`config.mk`:
```
export PLATFORM = sky130hd
export DESIGN_NAME = exhaustive_stim_sweep_flat
export DESIGN_NICKNAME = d
export VERILOG_FILES = /design/src/rtl/stim_sweep_pkg.sv /design/src/rtl/exhaustive_stim_sweep_if.sv /design/src/rtl/stim_misr16.sv /design/src/rtl/exhaustive_stim_sweep.sv /design/src/flat_wrapper.sv
export SDC_FILE = /design/constraint.sdc
export NUM_CORES = 1
export LEC_CHECK = 0
export ABC_AREA = 1
export CORE_MARGIN = 5
export CORE_UTILIZATION = 40
export DETAILED_ROUTE_END_ITERATION = 16
export HOLD_SLACK_MARGIN = 0.1
export PLACE_DENSITY = 0.68
export SLEW_MARGIN = 20
export SYNTH_ARGS = -nofsm -noshare
export SYNTH_HDL_FRONTEND = slang
export SYNTH_HIERARCHICAL = 1
export SYNTH_SLANG_ARGS = --single-unit
```
`constraint.sdc`:
```
create_clock -name clk -period 1.59 [get_ports clk]
set_clock_uncertainty 0.05 [all_clocks]
set_input_delay 0.477 -clock clk [delete_from_list [all_inputs] [get_ports clk]]
set_output_delay 0.477 -clock clk [all_outputs]
set_load 0.1 [all_outputs]
```
`src/rtl/stim_sweep_pkg.sv`:
```
// Shared types and helpers for the exhaustive stimulus sweeper.
// Contents: sweep state enum, MISR polynomial, hold-counter width,
// and misr_next() for one 16-bit signature step.
package stim_sweep_pkg;

  typedef enum logic [1:0] {
    IDLE = 2'd0,
    RUN  = 2'd1,
    DONE = 2'd2
  } state_e;

  localparam int unsigned HOLD_CNT_W = 8;
  localparam logic [15:0] MISR_POLY  = 16'h1021;

  // Shift left, fold the MSB back through the polynomial, then XOR the new response into bit 0.
  function automatic logic [15:0] misr_next(input logic [15:0] sig, input logic b);
    return {sig[14:0], 1'b0} ^ (sig[15] ? MISR_POLY : 16'h0000) ^ {15'd0, b};
  endfunction

endpackage

```
`src/rtl/exhaustive_stim_sweep_if.sv`:
```
// Stimulus/response bundle between the sweeper (master) and the block under
// exercise plus whoever reads the results (slave).
//   start       : one-cycle sweep request (into sweeper)
//   y_in        : response Y, combinational from stim (into sweeper)
//   stim        : current vector, MSB = input A
//   stim_valid  : stim carries a sweep vector
//   busy / done : sweep running / one-cycle completion pulse
//   truth_table : bit k = Y sampled for vector k
//   ones_count  : number of vectors with Y=1
//   signature   : 16-bit response MISR (only with STIM_SWEEP_MISR_EN)
interface exhaustive_stim_sweep_if #(
  parameter int unsigned N_IN = 5
);
  localparam int unsigned VEC_CNT = 2**N_IN;

  logic               start;
  logic               y_in;
  logic [N_IN-1:0]    stim;
  logic               stim_valid;
  logic               busy;
  logic               done;
  logic [VEC_CNT-1:0] truth_table;
  logic [N_IN:0]      ones_count;
`ifdef STIM_SWEEP_MISR_EN
  logic [15:0]        signature;

  modport master (input start, input y_in, output stim, output stim_valid, output busy,
                  output done, output truth_table, output ones_count, output signature);
  modport slave  (output start, output y_in, input stim, input stim_valid, input busy,
                  input done, input truth_table, input ones_count, input signature);
`else
  modport master (input start, input y_in, output stim, output stim_valid, output busy,
                  output done, output truth_table, output ones_count);
  modport slave  (output start, output y_in, input stim, input stim_valid, input busy,
                  input done, input truth_table, input ones_count);
`endif

endinterface

```
`src/rtl/stim_misr16.sv`:
```
// 16-bit response signature register (MISR, polynomial 0x1021).
//   clk, rst_n : clock, synchronous active-low reset
//   i_clr      : clear signature to 0x0000 (wins over i_en)
//   i_en       : fold i_bit into the signature this cycle
//   i_bit      : response bit
//   o_sig      : current signature
module stim_misr16
  import stim_sweep_pkg::*;
(
  input  logic        clk,
  input  logic        rst_n,
  input  logic        i_clr,
  input  logic        i_en,
  input  logic        i_bit,
  output logic [15:0] o_sig
);

  logic [15:0] r_sig;

  always_ff @(posedge clk) begin
    if (!rst_n)     r_sig <= 16'h0000;
    else if (i_clr) r_sig <= 16'h0000;
    else if (i_en)  r_sig <= misr_next(r_sig, i_bit);
  end

  assign o_sig = r_sig;

endmodule

```
`src/rtl/exhaustive_stim_sweep.sv`:
```
// Exhaustive stimulus sequencer: on start, drives every N_IN-bit vector in
// ascending order, holds each for HOLD cycles, samples Y on the last hold
// cycle and builds a truth table plus ones count.
//   clk, rst_n : clock, synchronous active-low reset
//   bus        : exhaustive_stim_sweep_if.master (start, y_in in; stim,
//                stim_valid, busy, done, truth_table, ones_count out)
// Optional: STIM_SWEEP_MISR_EN adds bus.signature, a 16-bit MISR of the
// sampled responses.
module exhaustive_stim_sweep
  import stim_sweep_pkg::*;
#(
  parameter int unsigned N_IN = 5,
  parameter int unsigned HOLD = 1
) (
  input logic                    clk,
  input logic                    rst_n,
  exhaustive_stim_sweep_if.master bus
);

  localparam int unsigned VEC_CNT = 2**N_IN;
  localparam int unsigned CNT_W   = N_IN + 1;

  state_e                  r_state;
  state_e                  w_state_nxt;
  logic [N_IN-1:0]         r_idx;
  logic [N_IN-1:0]         w_idx_nxt;
  logic [HOLD_CNT_W-1:0]   r_hold;
  logic [HOLD_CNT_W-1:0]   w_hold_nxt;
  logic [VEC_CNT-1:0]      r_tt;
  logic [VEC_CNT-1:0]      w_tt_nxt;
  logic [CNT_W-1:0]        r_ones;
  logic [CNT_W-1:0]        w_ones_nxt;
  logic                    r_valid;
  logic                    w_valid_nxt;
  logic                    r_busy;
  logic                    w_busy_nxt;
  logic                    r_done;
  logic                    w_done_nxt;

  logic w_accept;
  logic w_capture;
  logic w_last_vec;

  assign w_accept   = (r_state == IDLE) && bus.start;
  assign w_capture  = (r_state == RUN) && (r_hold == HOLD_CNT_W'(HOLD - 1));
  assign w_last_vec = (r_idx == N_IN'(VEC_CNT - 1));

  // State register
  always_ff @(posedge clk) begin
    if (!rst_n) r_state <= IDLE;
    else        r_state <= w_state_nxt;
  end

  // Next-state logic
  always_comb begin
    w_state_nxt = r_state;
    case (r_state)
      IDLE:    if (bus.start) w_state_nxt = RUN;
      RUN:     if (w_capture && w_last_vec) w_state_nxt = DONE;
      DONE:    w_state_nxt = IDLE;
      default: w_state_nxt = IDLE;
    endcase
  end

  // Next values of the registered outputs and datapath; stim is r_idx, so idx returns to 0 on completion.
  always_comb begin
    w_idx_nxt   = r_idx;
    w_hold_nxt  = r_hold;
    w_tt_nxt    = r_tt;
    w_ones_nxt  = r_ones;
    w_valid_nxt = (w_state_nxt == RUN);
    w_busy_nxt  = (w_state_nxt == RUN);
    w_done_nxt  = (w_state_nxt == DONE);
    case (r_state)
      IDLE: begin
        if (w_accept) begin
          w_idx_nxt  = '0;
          w_hold_nxt = '0;
          w_tt_nxt   = '0;
          w_ones_nxt = '0;
        end
      end
      RUN: begin
        if (w_capture) begin
          w_tt_nxt[r_idx] = bus.y_in;
          w_ones_nxt      = r_ones + CNT_W'(bus.y_in);
          w_hold_nxt      = '0;
          w_idx_nxt       = w_last_vec ? '0 : r_idx + N_IN'(1);
        end else begin
          w_hold_nxt = r_hold + HOLD_CNT_W'(1);
        end
      end
      default: ;
    endcase
  end

  // Datapath / output registers
  always_ff @(posedge clk) begin
    if (!rst_n) begin
      r_idx   <= '0;
      r_hold  <= '0;
      r_tt    <= '0;
      r_ones  <= '0;
      r_valid <= 1'b0;
      r_busy  <= 1'b0;
      r_done  <= 1'b0;
    end else begin
      r_idx   <= w_idx_nxt;
      r_hold  <= w_hold_nxt;
      r_tt    <= w_tt_nxt;
      r_ones  <= w_ones_nxt;
      r_valid <= w_valid_nxt;
      r_busy  <= w_busy_nxt;
      r_done  <= w_done_nxt;
    end
  end

  assign bus.stim        = r_idx;
  assign bus.stim_valid  = r_valid;
  assign bus.busy        = r_busy;
  assign bus.done        = r_done;
  assign bus.truth_table = r_tt;
  assign bus.ones_count  = r_ones;

`ifdef STIM_SWEEP_MISR_EN
  logic [15:0] w_sig;

  stim_misr16 u_misr (
    .clk   (clk),
    .rst_n (rst_n),
    .i_clr (w_accept),
    .i_en  (w_capture),
    .i_bit (bus.y_in),
    .o_sig (w_sig)
  );

  assign bus.signature = w_sig;
`endif

endmodule

```
`src/flat_wrapper.sv`:
```
// flat-port wrapper written by rule: the top's interface ports become plain ports
module exhaustive_stim_sweep_flat import stim_sweep_pkg::*;
#(
  parameter int unsigned N_IN = 5,
  parameter int unsigned HOLD = 1
)
  (clk, rst_n, bus_start, bus_y_in, bus_stim, bus_stim_valid, bus_busy, bus_done, bus_truth_table, bus_ones_count);
  exhaustive_stim_sweep_if #(.N_IN(N_IN)) bus_i ();
  input logic clk;
  input logic rst_n;
  input wire logic [$bits(bus_i.start)-1:0] bus_start;
  input wire logic [$bits(bus_i.y_in)-1:0] bus_y_in;
  output wire logic [$bits(bus_i.stim)-1:0] bus_stim;
  output wire logic [$bits(bus_i.stim_valid)-1:0] bus_stim_valid;
  output wire logic [$bits(bus_i.busy)-1:0] bus_busy;
  output wire logic [$bits(bus_i.done)-1:0] bus_done;
  output wire logic [$bits(bus_i.truth_table)-1:0] bus_truth_table;
  output wire logic [$bits(bus_i.ones_count)-1:0] bus_ones_count;
  assign bus_i.start = bus_start;
  assign bus_i.y_in = bus_y_in;
  assign bus_stim = bus_i.stim;
  assign bus_stim_valid = bus_i.stim_valid;
  assign bus_busy = bus_i.busy;
  assign bus_done = bus_i.done;
  assign bus_truth_table = bus_i.truth_table;
  assign bus_ones_count = bus_i.ones_count;
  exhaustive_stim_sweep #(.N_IN(N_IN), .HOLD(HOLD)) u_core (.clk(clk), .rst_n(rst_n), .bus(bus_i));
endmodule
```
==> impl_metrics.json, run 1 <==
{
  "status": "completed",
  "clk_path_buf_depth": 2,
  "drt-pass1-iter-count": 5,
  "maxCapViolations": 0,
  "grt_pass1_wl_um": 12610,
  "synthMuxAreaShare": 0,
  "hold_depth": 2,
  "postPlaceCellArea_um2": 4119,
  "leakage_nw": 1.915,
  "die-area_um2": 9078,
  "antenna_cells": 0,
  "cp_cell_sequence": "clkdlybuf4s50_1, nand2_2, nand2_4, buf_12, nand3_1, nor2_1, o21ai_0, a21oi_1",
  "cts.sinks": 55,
  "yosysMostFrequentCell": "nand2_1",
  "syn-num-nets": 466,
  "fin_crit_ns": 1.546,
  "grtUsageTotal": 0.1720,
  "synth-simple-area-share": 0.4185,
  "hold_slack_ns": 0.4407,
  "dp_hpwl_um": 5475,
  "grt_setup_unrepaired": "true",
  "cts_hold_buf": 0,
  "stdcell_area_um2": 4524,
  "syn_area_per_cell_um2": 6.422,
  "ys_async_sr_fraction": 0,
  "r2r_end": "u_core/bus.truth_table[24]",
  "synth_top_family_by_area": "simple AND/OR/NAND/NOR gates",
  "synth_top_area_cell": "dfxtp_1",
  "fill_cells": 586,
  "hp-start": "u_core/r_hold[0]",
  "synth-main-ff-cell": "dfxtp_1",
  "synthAdderAreaFrac": 0.03871,
  "clk_root_buffer_cell": "clkbuf_8",
  "drt_drc_violations_left": 0,
  "hold_violations": 0,
  "ir_drop_mv": 0.3561,
  "die_h_um": 95.28,
  "finalCritPeriodShare": 0.9725,
  "slowest_delay_ns": 0.48,
  "gp_congestion": 0.7977,
  "ant_nets": 0,
  "vias": 3158,
  "clk_pin_slew_ns": 0.09,
  "synth_top_area_share": 0.3785,
  "regArea_um2": 1130,
  "drive_above_1_share": 0.2650,
  "die_w_um": 95.28,
  "cp-end-kind": "register",
  "start_util": 0.4054,
  "tightest_slew_ns": 0.3889,
  "start_kind": "input port",
  "area_growth_pct": 55.53,
  "crit_fanout": 6,
  "cts_tree": "built",
  "critPathArrivalTime_ns": 1.74,
  "viasPerCell": 5.127,
  "netlist_area_um2": 2909,
  "synth_xor_area_frac": 0.01204,
  "max_freq_mhz": 646.7,
  "antenna_found_initial": 0,
  "pwr_density_cell_nw_per_um2": 601.4,
  "setup_viol": 0,
  "synthCells": 453,
  "r2r_slack_ns": 0.08,
  "port_buffers": 49,
  "grt_pass1_vias": 2774,
  "crit_type": "input port to register",
  "maxSlewViolCount": 0,
  "crit_start": "bus_start",
  "avgRoutedWirePerCell_um": 13.28,
  "core_area_um2": 7176,
  "multiInputGateArea_um2": 1674,
  "fp-row-count": 31,
  "synth.distinct_cells": 25,
  "htreeDepth": 2,
  "synth_compound_area_frac": 0.06839,
  "clk_latency_ns": 0.30,
  "pin_count": 50,
  "slowest_stage": "clkdlybuf4s50_1",
  "seq_area_frac_synth": 0.3785,
  "synth-edff-count": 0,
  "synth_area_leaders": "dfxtp_1, nand2_1, nor2_1",
  "hold_path_class": "register to register",
  "grt_start_max_net_pins": 44,
  "synth_warnings": 6,
  "worstReg2RegStart": "u_core/bus.stim[0]",
  "wirelength_um": 8183,
  "holdPathEnd": "u_core/r_hold[0]",
  "relSlewSlack": 0.7405,
  "synth-seq-cells": 55,
  "worstPathRequired_ns": 1.78,
  "cts_buffers": 5,
  "drtIter0Drc": 184,
  "reg2regPathDepth": 8,
  "gr-total-overflow": 0,
  "netlist_top_cells_count": "nand2_1, nor2_1, dfxtp_1",
  "fin_nets": 529
}
==> timing repair <==
item | 4_1_cts | 5_1_grt
resized for setup | 4 | 36
pin swaps | 1 | 12
cloned | 0 | 8
buffers inserted | 0 | 3
endpoints found under the setup margin | 1 | 45
==> worst max-delay path by stage <==
stage | endpoint | slack (ns) | cells past startpoint
2_1_floorplan | u_core/bus.stim[0] | 0.007 | 9
3_3_place_gp | u_core/bus.ones_count[4] | -0.31 | 8
3_5_place_dp | u_core/bus.ones_count[4] | -0.35 | 8
4_1_cts | u_core/bus.truth_table[5] | 0.02 | 7
5_1_grt | u_core/bus.truth_table[16] | -0.03 | 10
6_report | u_core/r_hold[6] | 0.04 | 8
==> cell families (layout without fill, tap and decap cells) <==
kind of cell,Yosys count,count (layout)
AO/OA/AOI/OAI,38,38
XOR/XNOR,4,4
adder cells (fa/ha/maj),9,9
buffers and inverters,56,120
flip-flops,55,55
AND/OR/NAND/NOR,291,291
==> per-stage QoR <==
| stage | setup TNS [ns] | utilization | instances | total power, mW | worst slack (ns) |
|---|---|---|---|---|---|
| 2_1_floorplan | 0 | - | 453 | 1.687 | 0.006812 |
| 3_3_place_gp | -9.643 | 0.5740 | 597 | 1.847 | -0.3132 |
| 3_5_place_dp | -12.23 | 0.5740 | 597 | 1.854 | -0.3461 |
| 4_1_cts | 0 | 0.5899 | 605 | 2.682 | 0.02335 |
| 5_1_grt | -0.2869 | 0.6305 | 616 | 2.822 | -0.02878 |
| 6_report | 0 | 0.6305 | 616 | 2.721 | 0.04368 |
==> area by class of cell <==
type | instances | area share
flip-flops and latches | 55 | 0.2497
repair inverters | 2 | 0.003319
multi-input cells | 342 | 0.3700
inverters | 30 | 0.02848
well taps | 99 | 0.02738
repair buffers | 80 | 0.2989
clock buffers | 8 | 0.02212
==> report_power, final <==
| group | internal (mW) | switching [mW] |
|---|---|---|
| combinational | 0.170 | 0.308 |
| sequential | 1.38 | 0.0185 |
| clock | 0.399 | 0.442 |
==> per-layer routing <==
layer	part of all wire	wire, um	global-route usage
met5	0	0	0
met4	0.013	110	0.05769
met3	0.067	546	0.02920
met2	0.48	3930	0.2834
met1	0.44	3596	0.2273
==> state kept, by name, indices dropped and copies added (netlist names) <==
| name | cells |
|---|---|
| u_core/bus.busy | 1 |
| u_core/bus.done | 1 |
| u_core/bus.ones_count | 6 |
| u_core/bus.stim | 5 |
| u_core/bus.truth_table | 32 |
| u_core/r_hold | 8 |
| u_core/r_state | 2 |
==> layout by cell type, fill, tap and decap left out, types with 2 or more instances in the layout <==
cell type and n:
buf_4 18, dfxtp_1 42, buf_6 2, inv_2 6
nor2_2 3, clkdlybuf4s50_1 2, nand3_1 41, ha_1 5
nand3_2 9, ha_2 3, inv_1 19, dfxtp_4 5
a31oi_1 3, nor2_1 99, o21ai_0 13, dfxtp_2 8
nand4_1 13, nand2_1 111, nor3_1 6, nand2_4 4
buf_12 52, inv_4 2, a21oi_1 18, xor2_1 4
clkbuf_16 5, clkbuf_8 7, nand2_2 3, clkinvlp_4 5
==> critical path: cells and delay by family <==
family / cells / cell delay [ns]
buffers and inverters: 2 / 0.61
and+or+nand+nor: 4 / 0.44
AOI/OAI and AO/OA: 2 / 0.21
(Power assumes the default switching activity.)
==> inputs of run 2 (changes only) <==
--- a/config.mk
+++ b/config.mk
@@ -6,8 +6,10 @@
 export NUM_CORES = 1
 export LEC_CHECK = 0
 export ABC_AREA = 1
+export CAP_MARGIN = 10
 export CORE_MARGIN = 5
 export CORE_UTILIZATION = 40
+export CTS_CLUSTER_DIAMETER = 50
 export DETAILED_ROUTE_END_ITERATION = 16
 export HOLD_SLACK_MARGIN = 0.1
 export PLACE_DENSITY = 0.68
==> results of run 2 <==
No change in the layout: final DEF, timing and power equal those of run 1.
